--- config.mk ---
export PLATFORM = sky130hd
export DESIGN_NAME = gpio_msg_receiver
export DESIGN_NICKNAME = d
export VERILOG_FILES = /design/src/rtl/gpio_msg_receiver.sv
export SDC_FILE = /design/constraint.sdc
export NUM_CORES = 1
export LEC_CHECK = 0
export ABC_AREA = 1
export BUFFER_PORTS_ARGS = -buffer_cell sky130_fd_sc_hd__buf_2
export CAP_MARGIN = 20
export CORE_ASPECT_RATIO = 0.8
export CORE_MARGIN = 2
export CORE_UTILIZATION = 29
export CTS_CLUSTER_SIZE = 25
export DETAILED_ROUTE_END_ITERATION = 6
export PLACE_DENSITY_LB_ADDON = 0.3
export SETUP_SLACK_MARGIN = 0.1
export SLEW_MARGIN = 20
export SYNTH_ARGS = -nofsm -noshare
export SYNTH_HDL_FRONTEND = slang
export SYNTH_SLANG_ARGS = --single-unit
--- constraint.sdc ---
create_clock -name clock -period 2.66 [get_ports clock]
set_clock_uncertainty 0.15 [all_clocks]
set_input_delay 0.266 -clock clock [delete_from_list [all_inputs] [get_ports clock]]
set_output_delay 0.266 -clock clock [all_outputs]
set_load 0.02 [all_outputs]
--- src/rtl/gpio_msg_receiver.sv ---
// Four-phase GPIO byte receiver: collects NUM_BYTES ASCII bytes into a shadow buffer
// and publishes them as one message, with a mid-frame watchdog and a sticky abort flag.
module gpio_msg_receiver #(
  parameter int NUM_BYTES      = 16,
  parameter int TIMEOUT_CYCLES = 1024
) (
  input  logic                     clock,
  input  logic                     reset,
  input  logic                     rx_enable,
  input  logic                     link_req,
  input  logic [7:0]               link_data,
  output logic                     link_ack,
  output logic [8*NUM_BYTES-1:0]   message_in,
  output logic                     message_valid,
  output logic [4:0]               byte_count,
  output logic                     busy,
  output logic                     frame_error
);

  typedef enum logic [2:0] {
    IDLE     = 3'd0,
    WAIT_REQ = 3'd1,
    ACK_HIGH = 3'd2,
    COMPLETE = 3'd3,
    FLUSH    = 3'd4
  } state_t;

  localparam logic [15:0] WD_LIMIT   = 16'(TIMEOUT_CYCLES - 1);
  localparam logic [4:0]  LAST_COUNT = 5'(NUM_BYTES);

  state_t state_reg, state_next;
  logic                   sync1_reg;
  logic                   req_s;
  logic [15:0]            wdog_reg;
  logic [4:0]             count_reg;
  logic [4:0]             count_inc;
  logic                   ack_reg, ack_next;
  logic                   valid_reg;
  logic                   error_reg;
  logic [8*NUM_BYTES-1:0] message_reg;
  logic [8*NUM_BYTES-1:0] shadow_flat;

  logic counting, timeout, capture, abort_rx, ack_done, last_byte, enter_complete;

  // link_req is asynchronous; only req_s may be used past this point.
  always_ff @(posedge clock) begin
    if (reset) begin
      sync1_reg <= 1'b0;
      req_s     <= 1'b0;
    end else begin
      sync1_reg <= link_req;
      req_s     <= sync1_reg;
    end
  end

  assign count_inc      = count_reg + 5'd1;
  assign last_byte      = (count_inc == LAST_COUNT);
  assign counting       = (state_reg == ACK_HIGH) ||
                          ((state_reg == WAIT_REQ) && (count_reg != 5'd0));
  assign timeout        = counting && (wdog_reg == WD_LIMIT);
  assign capture        = (state_reg == WAIT_REQ) && req_s && !timeout;
  assign abort_rx       = (state_reg == WAIT_REQ) && !req_s && !rx_enable &&
                          (count_reg != 5'd0) && !timeout;
  assign ack_done       = (state_reg == ACK_HIGH) && !req_s && !timeout;
  assign enter_complete = ack_done && last_byte;

  always_ff @(posedge clock) begin
    if (reset) begin
      state_reg <= IDLE;
      ack_reg   <= 1'b0;
    end else begin
      state_reg <= state_next;
      ack_reg   <= ack_next;
    end
  end

  always_comb begin
    state_next = state_reg;
    case (state_reg)
      IDLE: begin
        if (rx_enable) state_next = WAIT_REQ;
      end
      WAIT_REQ: begin
        if (timeout)         state_next = FLUSH;
        else if (req_s)      state_next = ACK_HIGH;
        else if (!rx_enable) state_next = IDLE;
      end
      ACK_HIGH: begin
        if (timeout)     state_next = FLUSH;
        else if (!req_s) state_next = last_byte ? COMPLETE : WAIT_REQ;
      end
      COMPLETE: begin
        state_next = rx_enable ? WAIT_REQ : IDLE;
      end
      FLUSH: begin
        if (!req_s) state_next = rx_enable ? WAIT_REQ : IDLE;
      end
      default: state_next = IDLE;
    endcase
  end

  // link_ack is registered from the next state so it tracks ACK_HIGH/FLUSH exactly.
  always_comb begin
    ack_next = (state_next == ACK_HIGH) || (state_next == FLUSH);
  end

  // Watchdog restarts on every state change, so it measures time spent in one state.
  always_ff @(posedge clock) begin
    if (reset) begin
      wdog_reg <= 16'd0;
    end else if (state_next != state_reg) begin
      wdog_reg <= 16'd0;
    end else if (counting) begin
      wdog_reg <= wdog_reg + 16'd1;
    end
  end

  always_ff @(posedge clock) begin
    if (reset) begin
      count_reg <= 5'd0;
    end else if (timeout || abort_rx || (state_reg == COMPLETE)) begin
      count_reg <= 5'd0;
    end else if (ack_done) begin
      count_reg <= last_byte ? 5'd0 : count_inc;
    end
  end

  always_ff @(posedge clock) begin
    if (reset) begin
      error_reg <= 1'b0;
    end else if (timeout || abort_rx) begin
      error_reg <= 1'b1;
    end else if (capture && (count_reg == 5'd0)) begin
      error_reg <= 1'b0;
    end
  end

  genvar gi;
  generate
    for (gi = 0; gi < NUM_BYTES; gi = gi + 1) begin : g_slot
      logic [7:0] slot_reg;
      always_ff @(posedge clock) begin
        if (reset) begin
          slot_reg <= 8'd0;
        end else if (capture && (count_reg == 5'(gi))) begin
          slot_reg <= link_data;
        end
      end
      // Byte 0 lands in the most significant position of the message.
      assign shadow_flat[8*(NUM_BYTES-1-gi) +: 8] = slot_reg;
    end
  endgenerate

  always_ff @(posedge clock) begin
    if (reset) begin
      message_reg <= '0;
      valid_reg   <= 1'b0;
    end else begin
      valid_reg <= enter_complete;
      if (enter_complete) message_reg <= shadow_flat;
    end
  end

  assign link_ack      = ack_reg;
  assign message_in    = message_reg;
  assign message_valid = valid_reg;
  assign byte_count    = count_reg;
  assign frame_error   = error_reg;
  assign busy          = (count_reg != 5'd0) ||
                         !((state_reg == IDLE) || (state_reg == WAIT_REQ));

endmodule

Yosys cells after proc, flatten, opt, wreduce, memory -nomap -nowiden
Cells that the tools add are included.
{ "totals": {"regBits": 285, "in_bits": 12, "word_cells": 107} }
{ "op_classes": {"n_addsub": 2, "reduce_logical": 43, "n_mux": 13, "n_eq_ne": 24} }
{ "ops": {"columns": ["op", "count"], "rows": [
  ["$eq A5 B4 Y1 const B", 8],
  ["$logic_and A1 B1 Y1", 27],
  ["$mux W3", 7],
  ["$eq A5 B3 Y1 const B", 4],
  ["$add A16 B1 Y16 const B", 1],
  ["$eq A16 B10 Y1 const B", 1],
  ["$pmux W3 S5", 1],
  ["$eq A5 B2 Y1 const B", 2],
  ["$eq A3 B2 Y1 const B", 3],
  ["$eq A3 B3 Y1 const B", 2],
  ["$logic_or A1 B1 Y1", 6],
  ["$add A5 B1 Y5 const B", 1],
  ["$eq A5 B1 Y1 const B", 1],
  ["$eq A5 B5 Y1 const B", 1],
  ["$logic_not A5 Y1", 1],
  ["$mux W5", 1],
  ["$reduce_bool A5 Y1", 1],
  ["$logic_not A1 Y1", 4],
  ["$reduce_or A2 Y1", 2],
  ["$eq A3 B1 Y1 const B", 1],
  ["$logic_not A3 Y1", 1],
  ["$mux W1", 3],
  ["$ne A3 B3 Y1", 1],
  ["$mux W2", 1],
  ["$reduce_bool A2 Y1", 1]
]} }

Longest topological paths before layout
Gate-level depths: netlist of the first run.
{ "logic_depth": {"word_depth": 9, "mapped_depth": 17, "depth_no_buf": 16} }

Worst setup path after synthesis of the first run
Ideal clock, no wire load.
{ "synth_path": {"kind": "register -> register", "from": "register count_reg[1], in the netlist byte_count[1]", "to": "register message_reg[122], in the netlist message_in[122]", "stages_incl_launch_ff": 11, "setup_time_ns": 0.119, "n_path_buf": 2, "t_required_ns": 2.391, "setup_slack_ns": 0.398, "arrival_time_ns": 1.993, "period_less_slack_ns": 2.262, "path_cell_list": "dfxtp_1 > ha_1 > inv_1 > nor2_1 > ha_1 > inv_1 > nand2_2 > nor2_4 > buf_2 > buf_4 > a21oi_1"} }
{ "synth_via": {"elab_chain_cells": 7} }
{ "synth_lines": {"columns": ["item", "line_no", "source"], "rows": [
  ["start: declaration", "35", "logic [4:0] count_reg;"],
  ["start signal: assignment", "124", "count_reg <= last_byte ? 5'd0 : count_inc;"],
  ["parallel branches: the longest is 6 deep, another holds $add A5 B1 Y5", null, null],
  ["$logic_and A1 B1 Y1 *", "65", "assign enter_complete = ack_done && last_byte;"],
  ["end signal: assignment", "160", "if (enter_complete) message_reg <= shadow_flat;"],
  ["end: declaration", "40", "logic [8*NUM_BYTES-1:0] message_reg;"]
]} }
Mark *: on every way between the ends.
A chain may end at the register's enable or synchronous reset.

Worst setup path after layout of the first run
{ "layout_path": {"from": "register count_reg[0], in the netlist byte_count[0]", "to": "register g_slot[12].slot_reg[3]"} }
{ "layout_via": {"elab_chain_cells": 7} }
{ "layout_lines": {"columns": ["item", "line_no", "source"], "rows": [
  ["$reduce_bool A5 Y1", "59", "((state_reg == WAIT_REQ) && (count_reg != 5'd0));"],
  ["$logic_and A1 B1 Y1", "59", null],
  ["$logic_or A1 B1 Y1", "58", "assign counting = (state_reg == ACK_HIGH) ||"],
  ["$logic_and A1 B1 Y1", "60", "assign timeout = counting && (wdog_reg == WD_LIMIT);"],
  ["$logic_not A1 Y1", "61", "assign capture = (state_reg == WAIT_REQ) && req_s && !timeout;"],
  ["$logic_and A1 B1 Y1", "61", null],
  ["$logic_and A1 B1 Y1 *", "145", "end else if (capture && (count_reg == 5'(gi))) begin"],
  ["end signal: assignment", "146", "slot_reg <= link_data;"],
  ["end: declaration", "141", "logic [7:0] slot_reg;"]
]} }
Every way passes the cells marked *; elsewhere a longest branch is shown, timed or not.

==> flow_summary.json, run 1 <==
{
  "die_h_um": 176,
  "dp_hpwl_um": 18000,
  "drtPass1Iterations": 4,
  "worstMarginPinSlew_ns": 0.643,
  "setup_violations": 0,
  "synth_area_leaders": "dfxtp_1 (53%), o21ai_0 (11%), a21oi_1 (9.3%), nor2_1 (5.7%), inv_1 (5.3%)",
  "yosysWarnings": 0,
  "synth_cell_types": 33,
  "ff2ff_setup_slack_ns": 0.28,
  "fill_cells": 3791,
  "dominantRegCellSynth": "dfxtp_1",
  "outcome": "complete, no violations",
  "cts.sinks": 285,
  "grt_pass1_vias": 7896,
  "tritoncts": "built",
  "synth-edff-count": 0,
  "ys_ff_latch": 285,
  "cp.required_ns": 2.94,
  "gr-usage-all-layers_pct": 14.5,
  "area_growth_pct": 20.7,
  "io_pins": 149,
  "antenna_found_initial": 2,
  "wl_per_cell_um": 15.2,
  "fin_crit_ns": 2.38,
  "initial_utilization_pct": 29.7,
  "die_x_um": 219,
  "clock_latency_ns": 0.56,
  "netlist_area_um2": 10700,
  "leakagePower_uw": 0.00557,
  "synth_area_per_cell_um2": 8.12,
  "fin_cells": 1949,
  "clkTransAtPathRegs_ns": 0.07,
  "syn_inst": 1321,
  "overflow": 0,
  "hold_path.class": "input port to flop",
  "maxCapViolations": 0,
  "grt_max_degree": 121,
  "postRouteAntennaNets": 0,
  "core.rowCount": 62,
  "p_total_uw": 8780,
  "drc": 0,
  "syn-num-nets": 1340,
  "worst_slack_ns": 0.277,
  "power_density_nw_per_um2": 678,
  "cts_buffer_depth": 3,
  "max_freq_mhz": 420,
  "max_slew_margin_pct": 57.1,
  "crit_type": "flop to flop",
  "clockRootBuffer": "clkbuf_16",
  "grt_pass1_wl_um": 44500,
  "rsz0062_at_grt": "yes",
  "synth.cells.most_frequent": "dfxtp_1 (285), o21ai_0 (228), a21oi_1 (199)",
  "die-area_um2": 38500,
  "portBuffers": 148,
  "slew_viol_final": 0,
  "gp_congestion": 0.820,
  "synth_most_common_cell": "dfxtp_1",
  "critPathLaunch": "byte_count[0]",
  "r2r_start": "byte_count[0]",
  "crit_path_end_kind": "flop",
  "via_per_inst": 4.51,
  "drive_gt1_share_pct": 17.6,
  "cts_buffers": 30,
  "crit_path_start_kind": "flop",
  "hold_violations": 0,
  "synthArstFlopShare_pct": 0,
  "crit_arrival_ns": 2.66,
  "drt-initial-drc-count": 675,
  "finalCritPeriodShare_pct": 89.6,
  "htree_levels": 1,
  "reg2reg_depth": 13,
  "ir_drop_uv": 413,
  "vias": 8784,
  "synth_largest_area_cell": "dfxtp_1",
  "synthDominantCellAreaShare_pct": 53.2,
  "endpoint": "g_slot[12].slot_reg[3]",
  "r2r-end": "g_slot[12].slot_reg[3]",
  "nets": 1467,
  "worstPathMaxFanout": 16,
  "dp.cells": 1884,
  "yosysSeqAreaShare_pct": 53.2,
  "diodes": 0,
  "drt-total-wl_um": 29600,
  "core_area_um2": 36100,
  "preCtsSetupSlack_ns": 0.153,
  "final_core_util_pct": 35.8
}
==> per-stage QoR <==
stage / hold slack, ns / instance area (um2) / setup TNS (ns)
5_1_grt: 0.0862 / 12900 / -0.0129
2_1_floorplan: 0.223 / 10700 / 0
3_3_place_gp: 0.247 / 11800 / 0
6_report: 0.0858 / 12900 / 0
4_1_cts: 0.0644 / 12800 / 0
3_5_place_dp: 0.243 / 11800 / 0
==> placed cells by master, fill, tap and decap left out, types with 7 or more instances in the layout <==
cell type,n
inv_1,151
nor2_2,10
buf_2,148
o21ai_1,17
ha_1,7
nor2_1,163
nand2_1,97
nor2_4,8
clkbuf_1,10
o21ai_0,228
buf_4,15
a21oi_1,199
xor2_1,8
dfxtp_1,284
nor3_1,14
clkbuf_16,33
nand3_1,15
==> critical path: stages, from the launching register on <==
cell     delay (ns)
dfxtp_1        0.34
inv_1          0.11
ha_1           0.15
inv_1          0.07
nor2_4         0.13
nand2_2        0.07
nand2_1        0.07
nand2_1        0.09
nand2_1        0.15
nand2_4        0.11
nor2_4         0.15
nand2_1        0.33
o21ai_0        0.28
a21oi_1        0.06
==> worst min path at each step <==
| stage | from | end | slack, ns | cells past startpoint |
|---|---|---|---|---|
| CTS | link_data[7] | g_slot[3].slot_reg[7] | 0.06 | 3 |
| detailed placement | sync1_reg | req_s | 0.24 | 2 |
| floorplan | link_req | sync1_reg | 0.22 | 2 |
| finish | link_data[7] | g_slot[14].slot_reg[7] | 0.09 | 3 |
| global placement | sync1_reg | req_s | 0.25 | 2 |
| global route | link_data[7] | g_slot[14].slot_reg[7] | 0.09 | 3 |
==> layer usage <==
layer	wire length, um	global-route usage, %	up-vias	part of all wire (%)
met5	0	0	-	0
met4	562	3.01	0	1.9
li1	-	-	4553	-
met2	12500	21.8	164	42
met3	1430	3.03	39	4.8
met1	15100	21.3	4028	51
==> logic make-up after synthesis <==
| family | after synthesis | synth area share [%] |
|---|---|---|
| AO/OA/AOI/OAI | 448 | 21.0 |
| AND/OR/NAND/NOR | 332 | 14.1 |
| flip-flops | 285 | 53.2 |
| buffers and inverters | 238 | 9.91 |
| XOR/XNOR | 11 | 0.899 |
| adder cells (fa/ha/maj) | 7 | 0.817 |
==> where the power goes <==
part / internal [uW] / total, uW / leakage [uW] / switching [uW]
logic: 44.0 / 203 / 0.00279 / 159
clock network: 2600 / 4300 / 0.000488 / 1700
registers: 4270 / 4280 / 0.00230 / 3.41
==> layout make-up <==
| type | count | area (um2) | area share [%] |
|---|---|---|---|
| sequential | 285 | 5710 | 44.1 |
| inverter | 157 | 597 | 4.61 |
| clock buffer | 44 | 855 | 6.60 |
| multi-input combinational | 798 | 3970 | 30.7 |
| timing repair buffer | 176 | 1060 | 8.20 |
| clock inverter | 9 | 151 | 1.17 |
| tap | 480 | 601 | 4.64 |
==> what timing repair did <==
| action | 4_1_cts | 5_1_grt |
|---|---|---|
| buffers inserted | 0 | 6 |
| endpoints found under the hold margin | 8 | 0 |
| resized for setup | 0 | 11 |
| hold buffers | 4 | 0 |
| endpoints found under the setup margin | 0 | 200 |
Note: power is estimated with default switching activity, not from simulation.
==> inputs of run 2 (changes only) <==
--- a/config.mk
+++ b/config.mk
@@ -13,6 +13,7 @@
 export CORE_UTILIZATION = 29
 export CTS_CLUSTER_SIZE = 25
 export DETAILED_ROUTE_END_ITERATION = 6
+export GPL_TIMING_DRIVEN = 0
 export PLACE_DENSITY_LB_ADDON = 0.3
 export SETUP_SLACK_MARGIN = 0.1
 export SLEW_MARGIN = 20
==> constraint.sdc (replaced) <==
create_clock -name clock -period 3.06 [get_ports clock]
set_clock_uncertainty 0.15 [all_clocks]
set_input_delay 0.306 -clock clock [delete_from_list [all_inputs] [get_ports clock]]
set_output_delay 0.306 -clock clock [all_outputs]
set_load 0.02 [all_outputs]
==> run 2 against run 1 <==
  * Via count increased by 4.1%
  * Sequential power shrank 13%
  * Worst setup slack better by 0.060 ns
  * Total power shrank 14%
  * Sequential cell count unchanged
  * Global-route usage up 1.6 points
  * Sequential share of layout area decreased by 0.59 points
  * Combinational power down 3%
  * Die area is the same
  * Highest routed layer unchanged
==> flow_summary.json, run 2 (synthesis gave the netlist of run 1 again) <==
{
  "max_slew_margin_pct": 37.2,
  "setup_violations": 0,
  "fin_setup_tns_ns": 0,
  "power_frac_comb_pct": 2.6,
  "overflow": 0,
  "cts.sinks": 285,
  "slowest_stage": "dfxtp_1",
  "drtPass1Iterations": 5,
  "antenna_found_initial": 0,
  "outcome": "complete, no violations",
  "r2r-end": "message_in[102]",
  "hold_violations": 0,
  "path_delay_family": "buffers and inverters",
  "dp_hpwl_um": 22200,
  "gr-usage-all-layers_pct": 16.1,
  "place_area_um2": 12100,
  "vias": 9143,
  "reg2reg_depth": 11,
  "preCtsSetupSlack_ns": 0.277,
  "crit_arrival_ns": 3.06,
  "rsz0062_at_grt": "no",
  "wl_per_cell_um": 15.8,
  "endpoint": "message_in[102]",
  "drc": 0,
  "layout_common_cells": "dfxtp_1 (285), o21ai_0 (228), a21oi_1 (199)",
  "clock_power_share_pct": 48.2,
  "crit_path_start_kind": "flop",
  "diodes": 0,
  "area_growth_pct": 22.3,
  "seq_area_um2": 5710,
  "die_h_um": 176,
  "fin_crit_ns": 2.72,
  "cts_buffers": 30,
  "internal_power_uw": 5900,
  "hold_ws_ns": 0.0152,
  "clock_latency_ns": 0.56,
  "nets": 1524,
  "io_pins": 149,
  "r2r_start": "byte_count[1]",
  "cp.required_ns": 3.40,
  "finalCritPeriodShare_pct": 89.0,
  "die_x_um": 219,
  "wl_met2_um": 13700,
  "top_layer_used": "met4",
  "htree_levels": 1,
  "fin_area_um2": 13100,
  "power_density_nw_per_um2": 576,
  "worstPathCellList": "ha_1 -> inv_1 -> nor2_1 -> ha_1 -> inv_1 -> nand2_2 -> nor2_4 -> buf_6 -> buf_4 -> o21ai_0 -> nor2_1",
  "drive_gt1_share_pct": 17.9,
  "worstMarginPinSlew_ns": 0.942,
  "routedLengthMet1_um": 15400,
  "p_sw_share_pct": 21.9,
  "grt_pass1_wl_um": 48600,
  "drt-total-wl_um": 31800,
  "grt_max_degree": 15,
  "clockRootBuffer": "clkbuf_16",
  "crit_path_end_kind": "flop",
  "crit_type": "flop to flop",
  "wl_met3_um": 1970,
  "worstPathMaxFanout": 10,
  "core.rowCount": 62,
  "fill_cells": 3784,
  "worst_slack_ns": 0.337,
  "layout_commonest_cell": "dfxtp_1",
  "slew_viol_final": 0,
  "die-area_um2": 38500,
  "post_cts_buffers": 0,
  "critPathBufInv": 4,
  "crit_cells": 11,
  "initial_utilization_pct": 29.7,
  "cts_buffer_depth": 3,
  "postRouteAntennaNets": 0,
  "seqPwrFrac_pct": 49.2,
  "core_area_um2": 36100,
  "leakagePower_uw": 0.00566,
  "portBuffers": 147,
  "clkTransAtPathRegs_ns": 0.06,
  "gp_congestion": 0.826,
  "maxCapViolations": 0,
  "ff2ff_setup_slack_ns": 0.34,
  "net-switching-power_uw": 1650,
  "tritoncts": "built",
  "via_per_inst": 4.55,
  "multi_input_area_um2": 3950,
  "hold_path.class": "input port to flop",
  "drt-initial-drc-count": 621,
  "p_total_uw": 7550,
  "ir_drop_uv": 422,
  "cpPeakStageDelay_ns": 0.50,
  "max_freq_mhz": 367,
  "grt_pass1_vias": 8486,
  "critPathLaunch": "byte_count[1]"
}
==> run 2: power by group through the flow <==
stage          clock, uW  sequential, uW  combinational, uW
6_report            3640            3720                196
5_1_grt             3880            3710                216
4_1_cts             3730            3720                196
3_5_place_dp           0            3800                191
3_3_place_gp           0            3800                189
2_1_floorplan          0            3800                105
==> run 2: stage by stage <==
step | cells | utilization, %
3_5_place_dp | 1948 | 33.4
6_report | 2008 | 36.3
5_1_grt | 2008 | 36.3
2_1_floorplan | 1321 | -
4_1_cts | 2008 | 36.3
3_3_place_gp | 1948 | 33.4
==> run 2: routing by layer <==
layer	vias to the layer above	global-route usage (%)
met4	0	3.86
met1	4195	23.2
met3	49	3.43
met2	243	24.6
li1	4656	-
met5	-	0
==> run 2: final cells by class <==
type,count,area share [%]
clock inverter,5,0.239
clock buffer,50,7.38
inverter,157,4.51
buffer,81,3.61
sequential,285,43.5
tap,480,4.58
multi-input combinational,798,30.2
timing repair buffer,152,5.99
==> run 2: worst min path at each step <==
| stage | from | cells past startpoint | endpoint |
|---|---|---|---|
| after global placement | sync1_reg | 2 | req_s |
| after detailed placement | sync1_reg | 2 | req_s |
| after global routing | link_data[1] | 3 | g_slot[4].slot_reg[1] |
| after CTS | link_data[2] | 3 | g_slot[7].slot_reg[2] |
| after floorplan | sync1_reg | 2 | req_s |
| final | link_data[5] | 3 | g_slot[4].slot_reg[5] |
==> run 2: what timing repair did <==
item                                    in CTS  in global routing
hold endpoints to repair                     9                  0
resized for setup                            0                  2
hold buffers                                 5                  0
endpoints found under the setup margin       0                 56
==> run 2: worst reg2reg max path: cells and delay by family, from the launching register on <==
kind | cells | cell delay (ns)
buf+inv | 4 | 0.69
compound gates | 1 | 0.11
fa+ha+maj | 2 | 0.57
flops | 1 | 0.50
simple gates | 4 | 0.63
==> inputs of run 3 (changes only) <==
--- a/config.mk
+++ b/config.mk
@@ -16,7 +16,6 @@
 export GPL_TIMING_DRIVEN = 0
 export PLACE_DENSITY_LB_ADDON = 0.3
 export SETUP_SLACK_MARGIN = 0.1
-export SLEW_MARGIN = 20
 export SYNTH_ARGS = -nofsm -noshare
 export SYNTH_HDL_FRONTEND = slang
 export SYNTH_SLANG_ARGS = --single-unit
==> constraint.sdc (replaced) <==
create_clock -name clock -period 3.06 [get_ports clock]
set_clock_uncertainty 0.15 [all_clocks]
set_input_delay 0.153 -clock clock [delete_from_list [all_inputs] [get_ports clock]]
set_output_delay 0.153 -clock clock [all_outputs]
set_load 0.02 [all_outputs]
==> run 3 against run 2 <==
  * Non-clock buffer count is 8 higher
  * Worst hold slack better by 0.26 ns
  * Largest cell class unchanged
  * Critical path type unchanged
  * Total power hardly changed
==> flow_summary.json, run 3 (synthesis gave the netlist of run 1 again) <==
{
  "outcome": "complete, no violations",
  "net-switching-power_uw": 1650,
  "drive_gt1_share_pct": 17.9,
  "grt_max_degree": 15,
  "tritoncts": "built",
  "p_sw_share_pct": 21.9,
  "cts_buffers": 30,
  "crit_type": "flop to flop",
  "max_freq_mhz": 369,
  "drtPass1Iterations": 5,
  "max_slew_margin_pct": 37.8,
  "maxCapViolations": 0,
  "drt-total-wl_um": 31900,
  "fin_setup_tns_ns": 0,
  "area_growth_pct": 23.0,
  "worstMarginPinSlew_ns": 0.933,
  "grtUsageMet1_pct": 23.3,
  "clkTransAtPathRegs_ns": 0.06,
  "grt_pass1_wl_um": 48800,
  "crit_cells": 11,
  "grt_pass1_vias": 8536,
  "power_frac_comb_pct": 2.7,
  "leakagePower_uw": 0.00570,
  "seq_area_um2": 5710,
  "preCtsSetupSlack_ns": 0.277,
  "layout_commonest_cell": "dfxtp_1",
  "cp.required_ns": 3.40,
  "internal_power_uw": 5900,
  "drc": 0,
  "r2r_start": "byte_count[1]",
  "postRouteAntennaNets": 0,
  "hold_path.class": "flop to flop",
  "clock_power_share_pct": 48.1,
  "wl_per_cell_um": 15.8,
  "hold_violations": 0,
  "core.rowCount": 62,
  "path_delay_family": "buffers and inverters",
  "fin_crit_ns": 2.71,
  "rsz0062_at_grt": "no",
  "crit_arrival_ns": 3.05,
  "seqPwrFrac_pct": 49.2,
  "cts.sinks": 285,
  "ir_drop_uv": 423,
  "critPathLaunch": "byte_count[1]",
  "finalCritPeriodShare_pct": 88.6,
  "gp_congestion": 0.826,
  "critPathBufInv": 4,
  "diodes": 0,
  "crit_path_start_kind": "flop",
  "portBuffers": 147,
  "worstPathMaxFanout": 10,
  "cpPeakStageDelay_ns": 0.49,
  "clockRootBuffer": "clkbuf_16",
  "drt-initial-drc-count": 608,
  "setup_violations": 0,
  "layout_common_cells": "dfxtp_1 (285), o21ai_0 (228), a21oi_1 (199)",
  "die-area_um2": 38500,
  "reg2reg_depth": 11,
  "cts_buffer_depth": 3,
  "dp_hpwl_um": 22200,
  "worst_slack_ns": 0.348,
  "ff2ff_setup_slack_ns": 0.35,
  "fill_cells": 3781,
  "nets": 1532,
  "use_met3_pct": 3.39,
  "die_x_um": 219,
  "initial_utilization_pct": 29.7,
  "r2r-end": "message_in[102]",
  "slew_viol_final": 0,
  "clock_latency_ns": 0.56,
  "slowest_stage": "dfxtp_1",
  "die_h_um": 176,
  "antenna_found_initial": 0,
  "met2_usage_pct": 24.7,
  "io_pins": 149,
  "post_cts_buffers": 0,
  "gr-usage-all-layers_pct": 16.2,
  "crit_path_end_kind": "flop",
  "endpoint": "message_in[102]",
  "power_density_nw_per_um2": 573,
  "via_per_inst": 4.56,
  "overflow": 0,
  "htree_levels": 1,
  "worstPathCellList": "ha_1 -> inv_1 -> nor2_1 -> ha_1 -> inv_1 -> nand2_2 -> nor2_4 -> buf_6 -> buf_4 -> o21ai_0 -> nor2_1",
  "core_area_um2": 36100,
  "multi_input_area_um2": 3950,
  "grt.busiest_layer": "met2",
  "vias": 9183
}
==> run 3: changes by cell type in the layout (fill, tap and decap cells not counted), sizes merged <==
| cell | previous run | this run |
|---|---|---|
| dlygate4sd3 | 5 | 13 |
| clkbuf | 92 | 93 |
| buf | 186 | 185 |
==> run 3: final cells by class <==
class,instances,area share (%)
Buffer,81,3.60
Inverter,157,4.49
Clock buffer,50,7.33
Clock inverter,5,0.237
Multi-Input combinational cell,798,30.0
Tap cell,480,4.55
Sequential cell,285,43.3
Timing Repair Buffer,160,6.56
==> run 3: worst reg2reg max path, cell delays in order (launching register included) <==
cell and delay, ns:
dfxtp_1 0.49, ha_1 0.31, inv_1 0.11, nor2_1 0.11, ha_1 0.25, inv_1 0.09
nand2_2 0.08, nor2_4 0.31, buf_6 0.27, buf_4 0.22, o21ai_0 0.11, nor2_1 0.13
==> run 3: worst min path at each step <==
stage                         start        end  slack, ns  depth (start not counted)
after CTS                 sync1_reg      req_s       0.27                          2
after global routing      sync1_reg      req_s       0.31                          2
final                     sync1_reg      req_s       0.27                          2
after floorplan            link_req  sync1_reg       0.11                          2
after detailed placement   link_req  sync1_reg       0.22                          3
after global placement     link_req  sync1_reg       0.22                          3
==> run 3: power by group through the flow <==
stage	clock network, uW	registers (uW)	logic [uW]
final	3640	3720	205
after global routing	3880	3710	225
after CTS	3730	3720	205
after detailed placement	0	3800	191
after global placement	0	3800	189
after floorplan	0	3800	105
==> run 3: metrics by stage <==
| stage | cell area, um2 | hold slack [ns] | total power, uW | util (%) | std cells |
|---|---|---|---|---|---|
| after detailed placement | 12100 | 0.217 | 3990 | 33.4 | 1948 |
| after floorplan | 10700 | 0.110 | 3900 | - | 1321 |
| after global placement | 12100 | 0.216 | 3990 | 33.4 | 1948 |
| final | 13200 | 0.275 | 7560 | 36.5 | 2016 |
| after CTS | 13200 | 0.274 | 7650 | 36.5 | 2016 |
| after global routing | 13200 | 0.306 | 7820 | 36.5 | 2016 |
==> run 3: layer usage <==
layer | wire length (um) | share of wire [%]
met5 | 0 | 0
met2 | 13700 | 43
met4 | 773 | 2.4
met1 | 15800 | 49
met3 | 1680 | 5.3
==> run 3: repair_timing <==
item	4_1_cts	5_1_grt
hold buffers	13	0
gates resized for setup	0	3
endpoints found under the hold margin	62	0
endpoints found under the setup margin	0	56
